==> config.mk <==
export PLATFORM = sky130hd
export DESIGN_NAME = ipv6_udp_chkverify
export DESIGN_NICKNAME = d
export VERILOG_FILES = /design/src/rtl/ipv6_udp_chkverify.sv
export SDC_FILE = /design/constraint.sdc
export NUM_CORES = 2
export LEC_CHECK = 0
export ABC_AREA = 1
export BUFFER_PORTS_ARGS = -buffer_cell sky130_fd_sc_hd__buf_4
export CORE_ASPECT_RATIO = 0.9
export CORE_MARGIN = 2
export CORE_UTILIZATION = 35
export DETAILED_ROUTE_END_ITERATION = 10
export SYNTH_ARGS = -nofsm -noshare
export SYNTH_HDL_FRONTEND = slang
export SYNTH_SLANG_ARGS = --single-unit
==> constraint.sdc <==
create_clock -name rx_clk -period 25.2 [get_ports rx_clk]
set_clock_uncertainty 0.2 [all_clocks]
set_input_delay 0 -clock rx_clk [delete_from_list [all_inputs] [get_ports rx_clk]]
set_output_delay 0 -clock rx_clk [all_outputs]
set_load 0.05 [all_outputs]
==> src/rtl/ipv6_udp_chkverify.sv <==
// IPv6/UDP receive checksum verifier on a 64-bit XGMII stream.
// Sums the pseudo-header addresses, the UDP header and the payload word by word.
// At the end of the frame it folds the sum and reports ok / zero-field / truncated,
// together with the checksum recomputed without the received field.
module ipv6_udp_chkverify (
  input  logic        rx_clk,
  input  logic        rx_rst,
  input  logic        rx_clk_en_i,
  input  logic        ipv6_udp_chk_en_i,
  input  logic        ipv6_flag_i,
  input  logic [10:0] ipv6_addr_base_i,
  input  logic [10:0] eth_count_base_i,
  input  logic [63:0] rxd_i,
  input  logic [7:0]  rxc_i,
  output logic        chk_valid_o,
  output logic        chk_ok_o,
  output logic        chk_zero_o,
  output logic        chk_trunc_o,
  output logic [15:0] chksum_calc_o
);

  typedef enum logic [1:0] {IDLE, ACCUM, FOLD, DONE} state_t;

  state_t state, state_nx;

  // word decode
  logic        start_word, term_word, err_word;
  logic [7:0]  lane_data;
  logic [7:0]  lane_byte_d;
  logic [16:0] b17;

  // length decode
  logic [16:0] lane_off_l;
  logic        l_hi_here, l_lo_here;
  logic [7:0]  l_hi_val, l_lo_val;
  logic        l_known;
  logic [15:0] l_eff;
  logic [16:0] win_end;

  // per-word sums
  logic [16:0] lane_off_s, rel_s;
  logic [7:0]  lane_byte_s;
  logic        lane_acc;
  logic [15:0] lane_word;
  logic [19:0] word_sum_all, word_sum_x;
  logic        any_acc;
  logic [16:0] last_end;
  logic        cs_hi_here, cs_lo_here;
  logic [7:0]  cs_hi_val, cs_lo_val;

  // frame state
  logic [19:0] acc_all_q, acc_x_q;
  logic [15:0] l_q;
  logic        l_have_q;
  logic [7:0]  l_hi_q;
  logic        l_hi_have_q;
  logic [16:0] end_q;
  logic [15:0] cs_q;
  logic        cs_have_q;
  logic        flag_q;

  // fold / results
  logic [19:0] t_all, t_x;
  logic [16:0] f1_all, f1_x;
  logic [15:0] f2_all, f2_x;
  logic        fold_trunc, fold_zero;
  logic        res_ok_q, res_zero_q, res_trunc_q;
  logic [15:0] res_calc_q;

  // Adding the upper nibble back in each cycle is an end-around carry, so the
  // 20-bit accumulator never overflows however long the datagram is.
  function automatic logic [19:0] acc_add(input logic [19:0] acc, input logic [19:0] word);
    return 20'(acc[15:0]) + 20'(acc[19:16]) + word;
  endfunction

  // Classify the word: start, terminate, error, and which lanes carry data before the terminate.
  always_comb begin
    b17         = 17'(ipv6_addr_base_i);
    start_word  = rxc_i[0] && (rxd_i[7:0] == 8'hFB);
    term_word   = 1'b0;
    err_word    = 1'b0;
    lane_data   = '0;
    lane_byte_d = '0;
    for (int unsigned n = 0; n < 8; n++) begin
      lane_byte_d  = rxd_i[8*n +: 8];
      lane_data[n] = !rxc_i[n] && !term_word;
      if (rxc_i[n] && lane_byte_d == 8'hFD) term_word = 1'b1;
      if (rxc_i[n] && lane_byte_d == 8'hFE) err_word  = 1'b1;
    end
  end

  // Locate the UDP length bytes and form the window bound usable for this word.
  always_comb begin
    lane_off_l = '0;
    l_hi_here  = 1'b0;
    l_lo_here  = 1'b0;
    l_hi_val   = '0;
    l_lo_val   = '0;
    for (int unsigned n = 0; n < 8; n++) begin
      lane_off_l = 17'(eth_count_base_i) + 17'(n);
      if (lane_data[n] && lane_off_l == b17 + 17'd44) begin
        l_hi_here = 1'b1;
        l_hi_val  = rxd_i[8*n +: 8];
      end
      if (lane_data[n] && lane_off_l == b17 + 17'd45) begin
        l_lo_here = 1'b1;
        l_lo_val  = rxd_i[8*n +: 8];
      end
    end
    // Length is usable if already captured, or completed by this very word.
    l_known = l_have_q || (l_lo_here && (l_hi_here || l_hi_have_q));
    l_eff   = l_have_q ? l_q : {(l_hi_here ? l_hi_val : l_hi_q), l_lo_val};
    win_end = b17 + 17'd40 + 17'(l_eff);
  end

  // Weight and add every accepted byte of the word; track the checksum field and the highest offset.
  always_comb begin
    lane_off_s   = '0;
    rel_s        = '0;
    lane_byte_s  = '0;
    lane_acc     = 1'b0;
    lane_word    = '0;
    word_sum_all = '0;
    word_sum_x   = '0;
    any_acc      = 1'b0;
    last_end     = '0;
    cs_hi_here   = 1'b0;
    cs_lo_here   = 1'b0;
    cs_hi_val    = '0;
    cs_lo_val    = '0;
    for (int unsigned n = 0; n < 8; n++) begin
      lane_off_s  = 17'(eth_count_base_i) + 17'(n);
      rel_s       = lane_off_s - b17;
      lane_byte_s = rxd_i[8*n +: 8];
      // Before the length is known only bytes ahead of the length field may be taken.
      lane_acc    = lane_data[n] && (lane_off_s >= b17 + 17'd8) &&
                    (l_known ? (lane_off_s < win_end) : (lane_off_s < b17 + 17'd44));
      lane_word   = rel_s[0] ? {8'h00, lane_byte_s} : {lane_byte_s, 8'h00};
      if (lane_acc) begin
        word_sum_all = word_sum_all + 20'(lane_word);
        if (rel_s != 17'd46 && rel_s != 17'd47) word_sum_x = word_sum_x + 20'(lane_word);
        if (rel_s == 17'd46) begin
          cs_hi_here = 1'b1;
          cs_hi_val  = lane_byte_s;
        end
        if (rel_s == 17'd47) begin
          cs_lo_here = 1'b1;
          cs_lo_val  = lane_byte_s;
        end
        any_acc  = 1'b1;
        last_end = lane_off_s + 17'd1;
      end
    end
  end

  // Add length and next-header, then fold end-around carries down to 16 bits.
  always_comb begin
    t_all      = 20'(acc_all_q[15:0]) + 20'(acc_all_q[19:16]) + 20'(l_q) + 20'h00011;
    t_x        = 20'(acc_x_q[15:0])   + 20'(acc_x_q[19:16])   + 20'(l_q) + 20'h00011;
    f1_all     = 17'(t_all[15:0]) + 17'(t_all[19:16]);
    f1_x       = 17'(t_x[15:0])   + 17'(t_x[19:16]);
    f2_all     = f1_all[15:0] + 16'(f1_all[16]);
    f2_x       = f1_x[15:0]   + 16'(f1_x[16]);
    fold_trunc = !l_have_q || (l_q < 16'd8) || (end_q < b17 + 17'd40 + 17'(l_q));
    fold_zero  = cs_have_q && (cs_q == 16'h0000);
  end

  // Frame accumulation and result registers.
  always_ff @(posedge rx_clk) begin
    if (rx_rst) begin
      acc_all_q   <= '0;
      acc_x_q     <= '0;
      l_q         <= '0;
      l_have_q    <= 1'b0;
      l_hi_q      <= '0;
      l_hi_have_q <= 1'b0;
      end_q       <= '0;
      cs_q        <= '0;
      cs_have_q   <= 1'b0;
      flag_q      <= 1'b0;
      res_ok_q    <= 1'b0;
      res_zero_q  <= 1'b0;
      res_trunc_q <= 1'b0;
      res_calc_q  <= '0;
    end else if (rx_clk_en_i) begin
      if (start_word && (state == IDLE || state == ACCUM)) begin
        acc_all_q   <= '0;
        acc_x_q     <= '0;
        l_q         <= '0;
        l_have_q    <= 1'b0;
        l_hi_q      <= '0;
        l_hi_have_q <= 1'b0;
        end_q       <= '0;
        cs_q        <= '0;
        cs_have_q   <= 1'b0;
        flag_q      <= 1'b0;
      end else if (state == ACCUM && !err_word) begin
        acc_all_q <= acc_add(acc_all_q, word_sum_all);
        acc_x_q   <= acc_add(acc_x_q, word_sum_x);
        if (l_hi_here) begin
          l_hi_q      <= l_hi_val;
          l_hi_have_q <= 1'b1;
        end
        if (l_known && !l_have_q) begin
          l_q      <= l_eff;
          l_have_q <= 1'b1;
        end
        if (cs_hi_here) cs_q[15:8] <= cs_hi_val;
        if (cs_lo_here) begin
          cs_q[7:0] <= cs_lo_val;
          cs_have_q <= 1'b1;
        end
        if (any_acc && last_end > end_q) end_q <= last_end;
        if (term_word) flag_q <= ipv6_flag_i;
      end
      if (state == FOLD) begin
        res_zero_q  <= fold_zero;
        res_trunc_q <= fold_trunc;
        res_ok_q    <= (f2_all == 16'hFFFF) && !fold_zero && !fold_trunc;
        res_calc_q  <= ~f2_x;
      end
    end
  end

  // State register.
  always_ff @(posedge rx_clk) begin
    if (rx_rst) state <= IDLE;
    else if (rx_clk_en_i) state <= state_nx;
  end

  // Next-state logic and result strobe.
  always_comb begin
    state_nx    = state;
    chk_valid_o = 1'b0;
    case (state)
      IDLE:  if (start_word && ipv6_udp_chk_en_i && !err_word) state_nx = ACCUM;
      ACCUM: begin
        if (err_word)        state_nx = IDLE;
        else if (start_word) state_nx = ipv6_udp_chk_en_i ? ACCUM : IDLE;
        else if (term_word)  state_nx = FOLD;
      end
      FOLD:  state_nx = DONE;
      DONE: begin
        state_nx    = IDLE;
        chk_valid_o = flag_q;
      end
      default: state_nx = IDLE;
    endcase
  end

  assign chk_ok_o      = res_ok_q;
  assign chk_zero_o    = res_zero_q;
  assign chk_trunc_o   = res_trunc_q;
  assign chksum_calc_o = res_calc_q;

endmodule

# After elaboration in Yosys (flattened, before gate mapping)
# Cells that the tools add are included.
# totals
mem_bits_rw	0
memories	0
output_inout_bits	20
reg_bits	122
word_cells	490
latchBits	0
romBits	0
inputBits	99
# op_classes
reduce_logical	116
n_lt_le_gt_ge	27
shifts	0
muxes	205
div	0
addsub	54
bitwise_logic	1
n_eq_ne	71
multipliers	0
# op_table
cell	n
2-to-1 mux 20 bit	25
2-to-1 mux 8 bit	53
adder 20 x 16 -> 20 bit	16
== test 17 x 6 -> 1 bit (second input constant)	16
2-to-1 mux 16 bit	17
!= test 17 x 6 -> 1 bit (second input constant)	16
== test 17 bit	13
less-than comparator 12 x 17 -> 1 bit	13
2-to-1 mux 17 bit	10
== test 8 bit (second input constant)	17
>= comparator 12 x 17 -> 1 bit	6
2-to-1 mux 1 bit	94
adder 12 x 1 -> 13 bit (second input constant)	7
subtractor 12 x 11 -> 13 bit	7
logical AND 1 bit	74
adder 16 x 4 -> 17 bit	4
adder 11 x 3 -> 12 bit (second input constant)	4
adder 17 x 20 -> 20 bit	2
adder 20 x 5 -> 20 bit (second input constant)	2
adder 11 x 6 -> 12 bit (second input constant)	3
== test 11 x 17 -> 1 bit	2
less-than comparator 11 x 17 -> 1 bit	2
adder 16 x 1 -> 16 bit	2
adder 11 x 2 -> 12 bit (second input constant)	2
28 further kinds	67

# Depth between registers and ports, before layout
# depth
ltp_word	44
ltp_mapped	115
mapped_depth_nobuf	114

# Least setup slack after synthesis
# OpenSTA, ideal clock, no wires.
# synth_path
path_type	input port to flip-flop
from	input port ipv6_addr_base_i[2]
to	register acc_x_q[18]
path_slack_ns	10.634
required_time_ns	24.868
cell_stages	103
path_buffers	2
arrival_ns	14.234
setup_time_ns	0.132
path_cell_list	inv_1 -> ha_1 -> nand2_1 -> nand2_1 -> nand2_1 -> nand2_1 -> nand2_1 -> inv_2 -> nor2_1 -> inv_1 -> nand4_1 -> nor4_1 -> nand4_1 -> clkbuf_1 -> o211ai_1 -> o221ai_1 -> a221oi_1 -> a31oi_1 -> [... 67 more ...] -> inv_1 -> nor2_1 -> inv_1 -> a21oi_1 -> inv_1 -> nand2_1 -> inv_1 -> nor2_1 -> nor2_1 -> nor2_1 -> nor2_1 -> o21a_1 -> nor2_1 -> nor2_1 -> o21ai_0 -> nand3_1 -> nand3_1 -> a21oi_1
# synth_between
elab_chain_len	42
elab_cells_between_ends	180
classes_between	21 x add/sub; 24 x order compare; 32 x eq/ne; 60 x mux; 43 x reduce/logical
# synth_lines
element	line_no	rtl
start: declaration	11	input logic [10:0] ipv6_addr_base_i,
adder 11 x 6 -> 12 bit	101, 137	
== test 11 x 17 -> 1 bit	101	if (lane_data[n] && lane_off_l == b17 + 17'd44) begin
logical AND 1 bit	101	
2-to-1 mux 8 bit or 2-to-1 mux 1 bit (tied branches) (8 in series)	101	
2-to-1 mux 8 bit	-	
2-to-1 mux 16 bit	112	l_eff = l_have_q ? l_q : {(l_hi_here ? l_hi_val : l_hi_q), l_lo_val};
adder 17 x 16 -> 17 bit	113	win_end = b17 + 17'd40 + 17'(l_eff);
less-than comparator 11 x 17 -> 1 bit	137	(l_known ? (lane_off_s < win_end) : (lane_off_s < b17 + 17'd44));
[... 19 more ...]	-	
2-to-1 mux 20 bit	141	if (rel_s != 17'd46 && rel_s != 17'd47) word_sum_x = word_sum_x + 20'(lane_word);
2-to-1 mux 20 bit	139	if (lane_acc) begin
adder 20 x 16 -> 20 bit	141	
2-to-1 mux 20 bit	141	
2-to-1 mux 20 bit (*)	139	
adder 17 x 20 -> 20 bit (*)	73	return 20'(acc[15:0]) + 20'(acc[19:16]) + word;
2-to-1 mux 20 bit (*)	197	end else if (state == ACCUM && !err_word) begin
2-to-1 mux 20 bit (*)	186	if (start_word && (state == IDLE || state == ACCUM)) begin
end signal: assignment	199	acc_x_q <= acc_add(acc_x_q, word_sum_x);
end: declaration	52	logic [19:0] acc_all_q, acc_x_q;
# Mark *: on every way between the ends. The rest lies on a longest branch, timed or not. The select of a mux whose other input is x is not followed.
# A chain may end at the register's enable or synchronous reset.

# Worst setup path after layout
# Same ends and word-level chain as after synthesis.

==> run_results.csv <==
group,metric,value,unit
timing,report.final.setup_viol,0,
yosys,share_of_synthesized_flip_flops_with_an_asynchronous_set_or_reset,0,%
power,p_leak,23.86,nW
placement,io_buffers,118,
layout,area_growth,8.567,%
global_route,grt-ovfl-total,0,
floorplanning,die_y,332.0,um
floorplanning,die-area,0.1223,mm^2
clock_network,cts_resized,0,
placement,gp_routability_congestion,1.102,
yosys,synth-edff-count,0,
worst_setup_path,critical-path-top-delay-family,"simple AND/OR/NAND/NOR gates",
timing,finalMaxSlewViolations,0,
clock_network,clk_transition_reported_paths,0.06,ns
routing,antenna_violating_nets_post_route,0,
power,powerDensity,34.37,mW/mm^2
global_route,vias_in_the_first_global_route,44650,
yosys,synth-seq-cells,118,
layout,layout.nets,7910,
worst_setup_path,worst_ep_arrival_time,19.07,ns
timing,rsz_0062_raised_after_global_routing,"false",
yosys,synth.top_cells.by_area,"sky130_fd_sc_hd__ha_1 (21%), sky130_fd_sc_hd__nand2_1 (16%), sky130_fd_sc_hd__inv_1 (8.2%)",
run_status,run_status,"complete, no violations",
layout,filler_cell_count,13083,
yosys,post-synth-top-area-fraction,20.58,%
yosys,dominant_cell_type_by_area_after_synthesis,"sky130_fd_sc_hd__ha_1",
worst_setup_path,slowest_delay,0.85,ns
global_route,number_of_antenna_violations_at_the_first_check_in_global_routing,17,
clock_network,cts.htree.levels,4,
layout,post_route_cells_drive_above_1_share,7.922,%
clock_network,tritoncts_num_sinks,118,
worst_setup_path,crit_required,25.31,ns
clock_network,cts_post_setup_buffers_inserted,0,
yosys,syn_area_per_cell,5.964,um^2
routing,drt-pass1-iter-count,6,
routing,detail_route.wl_per_cell,24.22,um
floorplanning,overall_die_width,368.4,um
layout,multi_input_area,0.03514,mm^2
global_route,grtUsageMet2,47.68,%
clock_network,cts_max_path_buffers,2,
layout,ff_latch_area,0.002362,mm^2
clock_network,cts_root_buf,"sky130_fd_sc_hd__clkbuf_16",
worst_setup_path,critical_path_class,"primary input to register",
routing,route.detailed.vias_per_inst,5.644,
routing,vias,49074,
timing,fin_setup_tns,0,ns
yosys,syn-num-nets,7828,
global_route,first_pass_grt_wire_length,301.6,mm
timing,hold_violations,0,
layout,postLayoutCoreUtil,38.24,%
routing,drt_iter0_markers,5432,
routing,drc_viols,0,
hold_path,min-delay-path-class,"primary input to register",
global_route,grt_most_used_layer,"met2",
clock_network,cts_tree,"yes",
worst_setup_path,critical-path-top-cell-by-count,"sky130_fd_sc_hd__nand2_1",
global_route,combined_global_route_utilization_of_all_metal_layers,33.08,%
floorplanning,rows,120,
global_route,met3_usage,8.015,%
global_route,global_route.usage.met1,47.19,%
global_route,pin_count_of_the_biggest_net_entering_global_routing,76,
placement,detailed_place_hpwl,174.8,mm
placement,detailedPlace.worstSlack,6.526,ns
yosys,count_of_cell_types_in_the_netlist,85,
timing,fmax,52.74,MHz
clock_network,cts-buffers-inserted,17,
timing,layout_worst_path_cycle_share,75.24,%
timing,slew-limit-headroom,12.66,%
worst_setup_path,critical_path.max_fanout,22,
floorplanning,initial_utilization,35.22,%
clock_network,post_cts_hold_buffer_count,20,
timing,min_period,18.96,ns
timing,timing.final.ws_setup,6.240,ns
yosys,synth_area,0.04183,mm^2
yosys,synthTopCellsByCount,"sky130_fd_sc_hd__nand2_1 (1759), sky130_fd_sc_hd__inv_1 (915), sky130_fd_sc_hd__ha_1 (688)",
yosys,synth-main-ff-cell,"sky130_fd_sc_hd__dfxtp_1",
flow_run,timing.max_cap.violations,0,
worst_setup_path,kind_of_end_point_of_the_critical_path,"register",
yosys,synth_most_common_cell,"sky130_fd_sc_hd__nand2_1",
yosys,seq_area_frac_synth,5.648,%
power,peakVddDrop,39.95,uV
routing,drt-total-wl,210.6,mm
worst_setup_path,startpoint_type,"primary input",
floorplanning,io_pins,119,
clock_network,insertion_delay_of_the_later_clocked_pin_in_the_worst_skew_pair,0.44,ns
timing,worst_slew_pin_slew,1.298,ns
yosys,netlist_instances,7013,
yosys,synth-warning-count,0,
worst_setup_path,timing.critical_path.slowest_stage_cell,"sky130_fd_sc_hd__a221oi_1",
worst_setup_path,cp_num_buf_inv,15,
floorplanning,core_region_area,0.1188,mm^2
-- kinds of logic (layout without fill, tap and decap cells) --
group           after synthesis  count (layout)  share of synthesized area [%]
compound gates             1431            1431                          20.17
xor+xnor                    349             349                          7.460
fa+ha+maj                   718             718                          21.97
buf+inv                    1126            1220                          10.51
flops                       118             118                          5.648
other cells                   1               3                       0.008965
simple gates               3270            3270                          34.24
-- placed cells by master (no fill, tap or decap), drive strengths merged, types with 24 or more instances in the layout --
cell type / instances
nand2: 1815
inv: 973
ha: 688
nor2: 635
a21oi: 611
nand3: 475
o21ai: 427
xor2: 250
buf: 192
dfxtp: 118
nor3: 104
xnor2: 99
nand4: 87
o211ai: 83
o21bai: 76
or2: 61
a31oi: 39
nor4: 36
o221ai: 32
fa: 28
a21o: 26
o22ai: 24
-- tightest hold or removal path, delay by kind of cell --
family                 cells  cell delay (ns)
AND/OR/NAND/NOR            3             0.34
buffers and inverters      2             0.20
AO/OA/AOI/OAI              1             0.12
-- per-layer routing --
layer	routed length, um	vias up
li1	-	23635
met1	95680	22688
met2	83290	2351
met3	22930	386
met4	8501	14
met5	181	-
-- flip-flops by register name, summed over array words and instances, names as in the netlist, named ones only --
name	cells
acc_all_q	20
l_hi_have_q	1
flag_q	1
state	1
chk_trunc_o	1
l_hi_q	8
end_q	13
cs_q	16
l_have_q	1
l_q	16
chk_ok_o	1
acc_x_q	20
chksum_calc_o	16
cs_have_q	1
chk_zero_o	1
-- cell type report --
cell class	count	area share [%]
multi-input combinational	5769	77.39
inverter	977	8.092
sequential	118	5.202
tap	1586	4.370
timing repair buffer	212	3.615
clock buffer	17	0.9368
clock inverter	14	0.3830
antenna	2	0.01102
-- per-stage QoR --
step,instance area [um^2],hold WS [ns],std cells,total power (W)
after global routing,45410,0.03291,8693,0.001679
final,45410,0.05253,8695,0.001561
after global placement,44610,0.1219,8642,0.001261
after floorplan,41830,-0.03905,7013,0.0009310
after CTS,45410,0.0007825,8693,0.001531
after detailed placement,44610,0.1297,8642,0.001269
-- path summary, 6_finish.rpt --
| path | from | endpoint | slack [ns] | cells past startpoint |
|---|---|---|---|---|
| min | rxd_i[0] | register | 0.05 | 6 |
| max reg2reg | l_have_q | acc_x_q[18] | 9.46 | 87 |
| min reg2reg | l_hi_q[3] | l_hi_q[3] | 0.26 | 2 |
| max | ipv6_addr_base_i[2] | acc_x_q[18] | 6.24 | 101 |
-- power by group --
group	switching, W	internal (W)	total, W
clock	0.0000992	0.000156	0.000255
sequential	0.0000000863	0.000187	0.000187
combinational	0.000763	0.000356	0.00112
(Power assumes the default switching activity.)
